$ cat config.mk
export PLATFORM = sky130hd
export DESIGN_NAME = alu_seq
export DESIGN_NICKNAME = d
export VERILOG_FILES = /design/src/rtl/alu_seq.sv
export SDC_FILE = /design/constraint.sdc
export NUM_CORES = 1
export LEC_CHECK = 0
export CAP_MARGIN = 20
export CELL_PAD_IN_SITES_DETAIL_PLACEMENT = 0
export CELL_PAD_IN_SITES_GLOBAL_PLACEMENT = 2
export CORE_UTILIZATION = 39
export DETAILED_ROUTE_END_ITERATION = 16
export HOLD_SLACK_MARGIN = 0.03
export PLACE_DENSITY = 0.86
export SLEW_MARGIN = 20
export SYNTH_ARGS = -nofsm -noshare
export SYNTH_HDL_FRONTEND = slang
export SYNTH_SLANG_ARGS = --single-unit
$ cat constraint.sdc
create_clock -name clk_i -period 2.7 [get_ports clk_i]
set_input_delay 0.27 -clock clk_i [delete_from_list [all_inputs] [get_ports clk_i]]
set_output_delay 0.27 -clock clk_i [all_outputs]
set_load 0.03 [all_outputs]
$ cat src/rtl/alu_seq.sv
// Microcoded sequencer for the shared ALU: eight-entry writable program store,
// four-entry register file, fetch/execute loop with writeback from the ALU result.
module alu_seq #(
  parameter int WIDTH = 8
) (
  input  logic               clk_i,
  input  logic               rst_ni,
  input  logic               start_i,
  output logic               busy_o,
  output logic               done_o,
  input  logic               prog_we_i,
  input  logic [2:0]         prog_addr_i,
  input  logic [9:0]         prog_data_i,
  input  logic               reg_we_i,
  input  logic [1:0]         reg_addr_i,
  input  logic [WIDTH-1:0]   reg_wdata_i,
  input  logic [1:0]         rd_addr_i,
  output logic [WIDTH-1:0]   rd_data_o,
  output logic               en_o,
  output logic [2:0]         ctl_o,
  output logic [2*WIDTH-1:0] AB_o,
  input  logic [2*WIDTH-1:0] BC_i
);

  typedef enum logic [1:0] {IDLE, FETCH, EXEC, DONE} state_e;

  state_e             state_q;
  logic [2:0]         pc_q;
  logic [2:0]         pc_d;
  logic [9:0]         instr_q;
  logic [9:0]         prog_q [8];
  logic [WIDTH-1:0]   rf_q [4];
  logic               busy_q;
  logic               done_q;
  logic               en_q;
  logic [2:0]         ctl_q;
  logic [2*WIDTH-1:0] ab_q;
  logic [9:0]         fetchWord;
  logic               seqUnused;

  assign pc_d      = pc_q + 3'd1;
  assign fetchWord = prog_q[pc_q];

  // Upper ALU half and the op/source fields of the latched word are never consumed.
  assign seqUnused = ^{BC_i[2*WIDTH-1:WIDTH], instr_q[8:6], instr_q[3:0]};

  // ab_q doubles as the A/B operand latches; ALU-facing outputs are registered
  // so they are exactly zero outside EXEC.
  always_ff @(posedge clk_i or negedge rst_ni) begin
    if (!rst_ni) begin
      state_q <= IDLE;
      pc_q    <= '0;
      instr_q <= '0;
      busy_q  <= 1'b0;
      done_q  <= 1'b0;
      en_q    <= 1'b0;
      ctl_q   <= '0;
      ab_q    <= '0;
      for (int i = 0; i < 8; i++) prog_q[i] <= '0;
      for (int i = 0; i < 4; i++) rf_q[i] <= '0;
    end else begin
      case (state_q)
        IDLE: begin
          if (prog_we_i) prog_q[prog_addr_i] <= prog_data_i;
          if (reg_we_i) rf_q[reg_addr_i] <= reg_wdata_i;
          if (start_i) begin
            pc_q    <= '0;
            busy_q  <= 1'b1;
            state_q <= FETCH;
          end
        end
        FETCH: begin
          instr_q <= fetchWord;
          ab_q    <= {rf_q[fetchWord[3:2]], rf_q[fetchWord[1:0]]};
          ctl_q   <= fetchWord[8:6];
          en_q    <= 1'b1;
          state_q <= EXEC;
        end
        EXEC: begin
          rf_q[instr_q[5:4]] <= BC_i[WIDTH-1:0];
          en_q  <= 1'b0;
          ctl_q <= '0;
          ab_q  <= '0;
          if (instr_q[9] || pc_q == 3'd7) begin
            busy_q  <= 1'b0;
            done_q  <= 1'b1;
            state_q <= DONE;
          end else begin
            pc_q    <= pc_d;
            state_q <= FETCH;
          end
        end
        DONE: begin
          done_q  <= 1'b0;
          state_q <= IDLE;
        end
        default: state_q <= IDLE;
      endcase
    end
  end

  assign busy_o    = busy_q;
  assign done_o    = done_q;
  assign en_o      = en_q;
  assign ctl_o     = ctl_q;
  assign AB_o      = ab_q;
  assign rd_data_o = rf_q[rd_addr_i];

endmodule

==> results of run 1 <==
==> worst register-to-register path, delay by kind of cell (launching register included) <==
kind	cells	cell delay [ps]
multiplexers	2	890
flip-flops	1	640
AND/OR/NAND/NOR	1	520
AO/OA/AOI/OAI	1	220
==> power by group through the flow <==
| stage | Combinational, mW | Clock (mW) | Sequential [mW] |
|---|---|---|---|
| floorplan | 3.24 | 0 | 3.69 |
| global placement | 4.25 | 0 | 3.74 |
| detailed placement | 4.40 | 0 | 3.83 |
| CTS | 4.42 | 2.38 | 3.80 |
| global route | 4.76 | 2.48 | 3.93 |
| finish | 4.39 | 2.34 | 3.80 |
==> repair_timing <==
action,CTS,global route
setup buffers,0,0
endpoints found under the hold margin,76,0
hold buffers,1,0
endpoints found under the setup margin,0,0
==> per-layer routing <==
| layer | vias up | share of wire [%] | track usage, % |
|---|---|---|---|
| met4 | 0 | 2.8 | 8.94 |
| met5 | - | 0 | 0 |
| li1 | 2273 | - | - |
| met3 | 35 | 2.8 | 3.83 |
| met2 | 123 | 49 | 33.4 |
| met1 | 2565 | 45 | 27.0 |
==> area by class of cell <==
type | count | area share (%)
clock inverter | 13 | 1.72
sequential | 142 | 40.6
multi-input combinational | 373 | 38.9
inverter | 7 | 0.300
clock buffer | 18 | 4.91
tap | 229 | 3.28
timing repair buffer | 97 | 10.3
==> worst min-delay path by stage <==
| stage | endpoint | depth (start not counted) | slack (ps) | from |
|---|---|---|---|---|
| floorplan | AB_o[0] | 0 | -30 | rst_ni |
| global placement | AB_o[13] | 1 | 360 | rst_ni |
| detailed placement | AB_o[13] | 1 | 370 | rst_ni |
| CTS | AB_o[13] | 2 | 490 | rst_ni |
| global route | prog_q[41] | 1 | 510 | prog_q[41] |
| finish | done_o | 2 | 420 | rst_ni |
==> logic make-up after synthesis <==
| kind of cell | after synthesis |
|---|---|
| muxes | 162 |
| buffers and inverters | 41 |
| AOI/OAI and AO/OA | 96 |
| DFF | 142 |
| adders and majority gates | 6 |
| and+or+nand+nor | 109 |
==> through the flow <==
step	power [mW]	utilization, %
2_1_floorplan	6.93	-
3_3_place_gp	7.99	45.3
3_5_place_dp	8.22	45.3
4_1_cts	10.6	48.5
5_1_grt	11.2	48.5
6_report	10.5	48.5
==> cells in the final DEF (no fill, tap or decap), drive strengths merged, types with 16 or more instances in the layout <==
cell	instances
nand2	43
o21ai	29
mux2	88
dfrtp	142
mux2i	48
clkbuf	18
clkdlybuf4s50	66
a32oi	27
mux4	26
o221ai	16
nand2b	24
buf	30
==> sequential cells by signal (all words and copies together) (netlist names) <==
| name | count |
|---|---|
| prog_q | 80 |
| rf_q | 32 |
| AB_o | 16 |
| ctl_o | 3 |
| instr_q | 3 |
| pc_q | 3 |
| state_q | 2 |
| busy_o | 1 |
| done_o | 1 |
| en_o | 1 |
==> impl_results.rst, run 1 <==
.. list-table::
   :header-rows: 1

   * - Metric
     - Value
   * - Number of nets in the synthesized netlist
     - 608
   * - Delay of the slowest critical-path stage
     - 640 ps
   * - XOR/XNOR share of the synthesized area
     - 0%
   * - Largest area contributor in the netlist
     - sky130_fd_sc_hd__dfrtp_1
   * - CTS Root Buffer Type
     - sky130_fd_sc_hd__clkbuf_16
   * - Highest achievable clock rate
     - 412 MHz
   * - Most instantiated flip-flop cell in the synthesis netlist
     - sky130_fd_sc_hd__dfrtp_1
   * - Vert. Die Dim
     - 138 µm
   * - Startpoint of the lowest-slack register-to-register path
     - pc_q[0]
   * - Global-route usage over all layers
     - 20.6%
   * - Port Buf Inserts
     - 67
   * - Fraction of final layout cells sized beyond drive strength 1
     - 25.7%
   * - #FFs+latches synth
     - 142
   * - Leak pwr
     - 3.81 nW
   * - Number of antenna violations at the first check in global routing
     - 0
   * - Actual transition at the worst max-transition pin
     - 825 ps
   * - Start point of the critical path
     - pc_q[0]
   * - Arrival time of the worst setup path
     - 2680 ps
   * - Post-DP Area
     - 8160 µm²
   * - Pwr Density
     - 1200 nW/µm²
   * - Mux cell area share after synthesis
     - 29.1%
   * - Sequential cell area
     - 3550 µm²
   * - Capturing instance or port of the critical path
     - AB_o[7]
   * - Most frequent cell after synthesis
     - sky130_fd_sc_hd__dfrtp_1
   * - FFs w/ async S/R, synth
     - 100%
   * - Clock-pin slew reported for the worst setup and hold paths after clock tree synthesis
     - 60 ps
   * - Final RePlAce weighted congestion
     - 0.776
   * - Number of fill cells in the layout
     - 1586
   * - Logic depth of the worst path, buffers included
     - 4
   * - Number of enable flip-flop cells after synthesis
     - 0
   * - Number of cells in the finished layout apart from fillers
     - 879
   * - Clk pwr share
     - 22.2%
   * - Sum of net half-perimeters after detailed placement
     - 12100 µm
   * - Number of synthesis warnings
     - 0
   * - TritonCTS Buffers
     - 17
   * - Remaining global-route overflow
     - 0
   * - Std-Cell Core Area
     - 18000 µm²
   * - Accumulated negative setup slack
     - 0 ps
   * - Post-Synth Simple-Gate Area
     - 7.51%
   * - CP required
     - 2960 ps
   * - Adder-cell share of the synthesized area
     - 1.04%
   * - Main combinational cell family by area after synthesis
     - multiplexers
   * - Ranking of synthesized cells by area
     - sky130_fd_sc_hd__dfrtp_1 49%, sky130_fd_sc_hd__mux2_2 14%, sky130_fd_sc_hd__mux2i_1 6.7%
   * - Worst Setup Slack, final
     - 274 ps
   * - Cell Int Power
     - 6.59 mW
   * - Delay-heaviest family, CP
     - multiplexers
   * - Final Cell Area
     - 8750 µm²
   * - Clock sink count
     - 142
   * - RSZ-0062 raised after global routing
     - false
   * - Fin Hold WS
     - 416 ps
   * - Headroom to the max-slew limit
     - 44.8%
   * - Layout Area Growth over Synthesis
     - 21.8%
   * - Maximum vdd ir drop
     - 600 µV
   * - Part of the power in combinational logic
     - 41.7%
   * - Critical Setup Path Class
     - reg2reg
   * - Horizontal die dimension
     - 138 µm
   * - Area fraction of the dominant cell type after synthesis
     - 49.5%
   * - Via count normalized by instance count
     - 5.68
   * - Worst path cell trace
     - mux4_1 > mux2i_1 > nand2b_1 > o221ai_1
   * - CP Buf/Inv Count
     - 0
   * - Ant diodes
     - 0
   * - Maximum fanout count along the critical path
     - 9
   * - Die area
     - 19000 µm²
   * - Per-cell routed wire length
     - 20.5 µm
   * - Sequential share of power
     - 36.1%
   * - Router iterations before antenna repair
     - 4
   * - Fin nets
     - 690
   * - Number of unique standard cell types used by synthesis
     - 36
   * - Kind of end point of the critical path
     - register
   * - DRC violations left
     - 0
   * - Destination of the worst register-to-register timing path
     - AB_o[7]
   * - Setup violators final
     - 0
   * - Minimum clock period after layout
     - 2430 ps
   * - Switching Power
     - 3.94 mW
   * - Clock latency reported for the late side of the worst-skew pair
     - 420 ps
   * - Clock Skews
     - 13.8 ps
   * - Number of levels in the clock H-tree
     - 4
   * - Average cell area after synthesis
     - 12.9 µm²
   * - Crit path launch type
     - register
   * - Max Slew Vio Count
     - 0
   * - Net Sw Frac
     - 37.4%
   * - Global-route wire length before repair
     - 28900 µm
   * - Post-route clock period utilization
     - 89.9%
   * - Cell area after synthesis
     - 7180 µm²
   * - Number of maximum-capacitance constraint violations
     - 0
   * - Number of placed instances, taps included
     - 847
   * - Class of the tightest hold or removal check
     - in2async
   * - TritonCTS clock tree
     - built
   * - Pin count of the biggest net entering global routing
     - 80
   * - Number of routed nets with antenna violations
     - 0
   * - Setup slack of the worst register-to-register path
     - 270 ps
   * - Number of gates given a new drive strength after cts
     - 0
   * - Sequential-to-total area share from yosys stat
     - 49.5%
   * - Starting DRC count in detailed routing
     - 233
   * - Worst reg2reg path depth
     - 4
   * - Overall routed net length
     - 18000 µm
   * - Complex-gate fraction of the synthesized area
     - 9.68%
   * - Initial Util
     - 39.9%
   * - Setup slack at placement
     - 275 ps
   * - Number of top-level pins
     - 76
   * - Critical path's slowest cell
     - sky130_fd_sc_hd__dfrtp_1
   * - Bufs on Longest Clock Path
     - 2
   * - List of most frequent post-synthesis cells
     - 142 x sky130_fd_sc_hd__dfrtp_1, 88 x sky130_fd_sc_hd__mux2_2, 48 x sky130_fd_sc_hd__mux2i_1
   * - Final hold viol count
     - 0
   * - Count of standard-cell rows
     - 49
   * - Via count of the routed design
     - 4996
   * - Status
     - completed
   * - Via count of the first global-routing pass
     - 5162
   * - Number of instances in the synthesized netlist
     - 556
   * - Multi-input combinational cell area
     - 3400 µm²
Power figures use the tool's default switching activity.
==> run 2, diff against run 1 <==
Settings changed: CORE_UTILIZATION 39 to 42, PLACE_DENSITY 0.86 to 0.91.
Clock period 2.7 ns to 2.9 ns, I/O delays scaled along.
==> run 2 against run 1 <==
Compared with the run above: cell count decreased by 1.3%; die area decreased by 7.0%; utilization increased by 4.0 points; non-clock buffer count decreased by 3; count of clock-buffer cells in the layout increased by 2; total power decreased by 8.1%; clock power decreased by 8%; routed wire length decreased by 6.9%; sequential share of layout area about the same; sequential power decreased by 6.3%; hold slack improved by 16 ps; clock skew decreased by 7.1 ps.
==> impl_results.rst, run 2 (synthesis gave the netlist of run 1 again) <==
.. list-table::
   :header-rows: 1

   * - Metric
     - Value
   * - Horizontal die dimension
     - 133 µm
   * - Met1 track demand over resource
     - 25.9%
   * - Setup slack of the worst register-to-register path
     - 370 ps
   * - Fin Hold WS
     - 432 ps
   * - Critical Setup Path Class
     - reg2reg
   * - Number of gates given a new drive strength after cts
     - 0
   * - Clock Skews
     - 6.69 ps
   * - Kind of end point of the critical path
     - register
   * - Count of standard-cell rows
     - 47
   * - Crit path launch type
     - register
   * - Clock latency reported for the late side of the worst-skew pair
     - 420 ps
   * - Top library cells by usage in the layout, fill and taps aside
     - 142 x sky130_fd_sc_hd__dfrtp_1, 88 x sky130_fd_sc_hd__mux2_2, 66 x sky130_fd_sc_hd__clkdlybuf4s50_1
   * - Clock sink count
     - 142
   * - Final RePlAce weighted congestion
     - 0.787
   * - Headroom to the max-slew limit
     - 43.7%
   * - Highest achievable clock rate
     - 395 MHz
   * - Number of cells in the finished layout apart from fillers
     - 868
   * - Ant diodes
     - 0
   * - DRC violations left
     - 0
   * - Std-Cell Core Area
     - 16600 µm²
   * - Layout Area Growth over Synthesis
     - 21.7%
   * - Number of maximum-capacitance constraint violations
     - 0
   * - TritonCTS Buffers
     - 17
   * - Via count of the routed design
     - 4945
   * - Met3 global-route usage
     - 4.41%
   * - Arrival time of the worst setup path
     - 2810 ps
   * - Maximum vdd ir drop
     - 578 µV
   * - Clock-pin slew reported for the worst setup and hold paths after clock tree synthesis
     - 60 ps
   * - Number of antenna violations at the first check in global routing
     - 0
   * - Overall routed net length
     - 16800 µm
   * - CP required
     - 3180 ps
   * - Fraction of final layout cells sized beyond drive strength 1
     - 25.5%
   * - Starting DRC count in detailed routing
     - 274
   * - Router iterations before antenna repair
     - 5
   * - Number of placed instances, taps included
     - 835
   * - Met2 capacity usage during global routing
     - 34.2%
   * - Final hold viol count
     - 0
   * - Overall Power
     - 9.68 mW
   * - Destination of the worst register-to-register timing path
     - AB_o[14]
   * - Number of levels in the clock H-tree
     - 4
   * - Port Buf Inserts
     - 67
   * - Startpoint of the lowest-slack register-to-register path
     - pc_q[0]
   * - Pin count of the biggest net entering global routing
     - 66
   * - Number of routed nets with antenna violations
     - 0
   * - Max Slew Vio Count
     - 0
   * - Accumulated negative setup slack
     - 0 ps
   * - Sum of net half-perimeters after detailed placement
     - 11600 µm
   * - Initial Util
     - 43.2%
   * - Worst reg2reg path depth
     - 4
   * - TritonCTS clock tree
     - built
   * - Number of fill cells in the layout
     - 1431
   * - Maximum fanout count along the critical path
     - 13
   * - Top Usage Layer GRT
     - met2
   * - Global-route wire length before repair
     - 27400 µm
   * - Vert. Die Dim
     - 133 µm
   * - RSZ-0062 raised after global routing
     - false
   * - Fin nets
     - 687
   * - Actual transition at the worst max-transition pin
     - 844 ps
   * - Post-route clock period utilization
     - 87.3%
   * - Class of the tightest hold or removal check
     - in2async
   * - Bufs on Longest Clock Path
     - 2
   * - Register with the highest flop count
     - prog_q
   * - Final design utilization
     - 52.5%
   * - Via count normalized by instance count
     - 5.70
   * - Number of top-level pins
     - 76
   * - Minimum clock period after layout
     - 2530 ps
   * - Pwr Density
     - 1110 nW/µm²
   * - Remaining global-route overflow
     - 0
   * - Status
     - completed
   * - Setup violators final
     - 0
   * - CTS Root Buffer Type
     - sky130_fd_sc_hd__clkbuf_16
   * - Per-cell routed wire length
     - 19.3 µm
   * - Via count of the first global-routing pass
     - 5141
   * - Max FFs per register
     - 80
   * - Most common cell after layout, fill and taps aside
     - sky130_fd_sc_hd__dfrtp_1
   * - Global-route usage over all layers
     - 20.4%
   * - Leak pwr
     - 3.80 nW
   * - Die area
     - 17600 µm²
run 2: worst max-delay path by stage:
stage / to / cells past startpoint / start / slack (ps)
2_1_floorplan: prog_q[60] / 6 / state_q[0] / 960
3_3_place_gp: AB_o[14] / 4 / pc_q[0] / 410
3_5_place_dp: AB_o[14] / 4 / pc_q[0] / 400
4_1_cts: AB_o[14] / 4 / pc_q[0] / 390
5_1_grt: prog_q[41] / 6 / state_q[0] / 260
6_report: AB_o[14] / 4 / pc_q[0] / 370
run 2: metal layers:
layer  wire length [µm]  up-vias
met5                  0        -
met4                256        0
met3                600       20
met2               8490      138
met1               7440     2527
li1                   -     2260
run 2: critical path: stages (launching register included):
cell and delay [ps]:
sky130_fd_sc_hd__dfrtp_1 770, sky130_fd_sc_hd__mux4_1 630, sky130_fd_sc_hd__mux2i_1 370, sky130_fd_sc_hd__nand2b_1 410
sky130_fd_sc_hd__o221ai_1 190
run 2: final cells by class:
type	count	area, µm²	area share, %
well taps	220	275	3.15
clock inverters	12	136	1.56
clock buffers	20	457	5.22
multi-input cells	373	3400	38.9
flip-flops and latches	142	3550	40.7
repair buffers	94	890	10.2
inverters	7	26.3	0.301
run 2: per-stage QoR:
stage	worst slack, ps	cell area [µm²]
floorplan	956	7180
global placement	410	8140
detailed placement	403	8140
CTS	393	8740
global route	265	8740
finish	369	8740
run 2: power breakdown:
part	leakage [nW]	total, mW	switching, mW	internal, mW
clock	0.283	2.16	0.848	1.32
combinational	1.66	3.95	2.00	1.95
sequential	1.85	3.56	0.677	2.89
total	3.80	9.68	3.52	6.16
run 2: timing repair:
action,4_1_cts,5_1_grt
setup endpoints to repair,0,0
hold buffers,1,0
buffers inserted,0,0
endpoints found under the hold margin,63,0
==> run 3, diff against run 2 <==
Settings changed: CORE_ASPECT_RATIO set to 0.9.
==> run 3 against run 2 <==
Compared with the run above: critical path depth is the same; non-clock buffer count shrank 5; flip-flop and latch count is the same; largest power group unchanged; sequential share of layout area grew 0.076 points; design area shrank 0.19%; count of clock-buffer cells in the layout is the same.
==> impl_results.rst, run 3 (synthesis gave the netlist of run 1 again) <==
.. list-table::
   :header-rows: 1

   * - Metric
     - Value
   * - Status
     - completed
   * - CP required
     - 3170 ps
   * - Register with the highest flop count
     - prog_q
   * - Global-route usage over all layers
     - 21.1%
   * - Number of levels in the clock H-tree
     - 4
   * - Count of standard-cell rows
     - 44
   * - Router iterations before antenna repair
     - 5
   * - Via count of the routed design
     - 4991
   * - Startpoint of the lowest-slack register-to-register path
     - pc_q[0]
   * - Starting DRC count in detailed routing
     - 340
   * - Pwr Density
     - 1130 nW/µm²
   * - TritonCTS Buffers
     - 17
   * - Die area
     - 17600 µm²
   * - Final RePlAce weighted congestion
     - 0.814
   * - Actual transition at the worst max-transition pin
     - 736 ps
   * - Fraction of final layout cells sized beyond drive strength 1
     - 24.5%
   * - Max FFs per register
     - 80
   * - Setup Buffers After CTS
     - 0
   * - Via count normalized by instance count
     - 5.87
   * - Number of top-level pins
     - 76
   * - Crit path launch type
     - register
   * - Number of routed nets with antenna violations
     - 0
   * - Overall routed net length
     - 17700 µm
   * - Headroom to the max-slew limit
     - 51.0%
   * - Clock-pin slew reported for the worst setup and hold paths after clock tree synthesis
     - 60 ps
   * - Leak pwr
     - 3.79 nW
   * - Number of antenna violations at the first check in global routing
     - 1
   * - Sum of net half-perimeters after detailed placement
     - 12400 µm
   * - Class of the tightest hold or removal check
     - in2async
   * - Clock Skews
     - 9.09 ps
   * - Pin count of the biggest net entering global routing
     - 74
   * - Maximum vdd ir drop
     - 597 µV
   * - Maximum fanout count along the critical path
     - 13
   * - Initial Util
     - 43.8%
   * - Number of cells in the finished layout apart from fillers
     - 850
   * - Std-Cell Core Area
     - 16400 µm²
   * - Start point of the critical path
     - pc_q[0]
   * - DRC violations left
     - 0
   * - Clock sink count
     - 142
   * - Final design utilization
     - 53.2%
   * - RSZ-0062 raised after global routing
     - false
   * - Overall Power
     - 9.89 mW
   * - Top library cells by usage in the layout, fill and taps aside
     - 142 x sky130_fd_sc_hd__dfrtp_1, 88 x sky130_fd_sc_hd__mux2_2, 66 x sky130_fd_sc_hd__clkdlybuf4s50_1
   * - TritonCTS clock tree
     - built
   * - Layout Area Growth over Synthesis
     - 21.4%
   * - Critical Setup Path Class
     - reg2reg
   * - Per-cell routed wire length
     - 20.8 µm
   * - Accumulated negative setup slack
     - 0 ps
   * - Highest achievable clock rate
     - 402 MHz
   * - Max Slew Vio Count
     - 0
   * - Number of gates given a new drive strength after cts
     - 0
   * - Kind of end point of the critical path
     - register
   * - Vert. Die Dim
     - 126 µm
   * - Setup violators final
     - 0
   * - Via count of the first global-routing pass
     - 5100
   * - CTS Root Buffer Type
     - sky130_fd_sc_hd__clkbuf_16
   * - Port Buf Inserts
     - 67
   * - Bufs on Longest Clock Path
     - 2
   * - Number of placed instances, taps included
     - 817
   * - Clock latency reported for the late side of the worst-skew pair
     - 420 ps
   * - Final hold viol count
     - 0
   * - Arrival time of the worst setup path
     - 2760 ps
   * - Most common cell after layout, fill and taps aside
     - sky130_fd_sc_hd__dfrtp_1
   * - Remaining global-route overflow
     - 0
   * - Global-route wire length before repair
     - 28100 µm
   * - Hold-fix buffers at CTS
     - 1
   * - Post-route clock period utilization
     - 85.8%
   * - Fin nets
     - 682
   * - Minimum clock period after layout
     - 2490 ps
   * - Number of maximum-capacitance constraint violations
     - 0
   * - Horizontal die dimension
     - 140 µm
## run 3: cell types whose count changed in the layout (fill, tap and decap cells not counted), sizes merged
cell / previous run / this run
buf: 27 / 22
bufinv: 2 / 5
clkinv: 6 / 3
diode: 0 / 1
inv: 8 / 7
## run 3: final timing paths
path	end	slack [ps]	cells past startpoint
setup / recovery	AB_o[7]	410	4
hold / removal	prog_q[29]	450	2
setup reg to reg	AB_o[7]	410	4
hold reg to reg	AB_o[6]	490	2
max in group asynchronous	prog_q[21]	1660	3
min in group clk_i	AB_o[6]	490	2
## run 3: final cells by class
cell class	instances	area [µm²]
Antenna cell	1	2.50
Clock buffer	20	437
Clock inverter	11	191
Fill cell	1385	7680
Inverter	7	26.3
Multi-Input combinational cell	373	3400
Sequential cell	142	3550
Tap cell	207	259
Timing Repair Buffer	89	852
## run 3: report_power, final
part	switching (mW)	internal, mW	leakage [nW]
combinational	1.98	1.93	1.64
clock	0.816	1.52	0.296
sequential	0.751	2.89	1.85
total	3.55	6.34	3.79
## run 3: through the flow
step / instance area, µm² / setup slack (ps) / hold WS [ps]
after floorplan: 7180 / 956 / -5.59
after global placement: 8080 / 483 / 349
after detailed placement: 8080 / 452 / 360
after CTS: 8720 / 443 / 490
after global routing: 8720 / 257 / 509
final: 8720 / 411 / 449
## run 3: routing by layer
layer	part of all wire [%]	GRT usage, %	vias up
li1	-	-	2257
met1	47	29.9	2564
met2	46	31.9	144
met3	4.6	3.54	26
met4	2.0	9.70	0
met5	0	0	-
## run 3: critical path, stage by stage (launching register included)
cell and delay (ps):
sky130_fd_sc_hd__dfrtp_1 810, sky130_fd_sc_hd__mux4_1 650, sky130_fd_sc_hd__mux2i_1 290, sky130_fd_sc_hd__nand2b_1 380, sky130_fd_sc_hd__o221ai_1 200
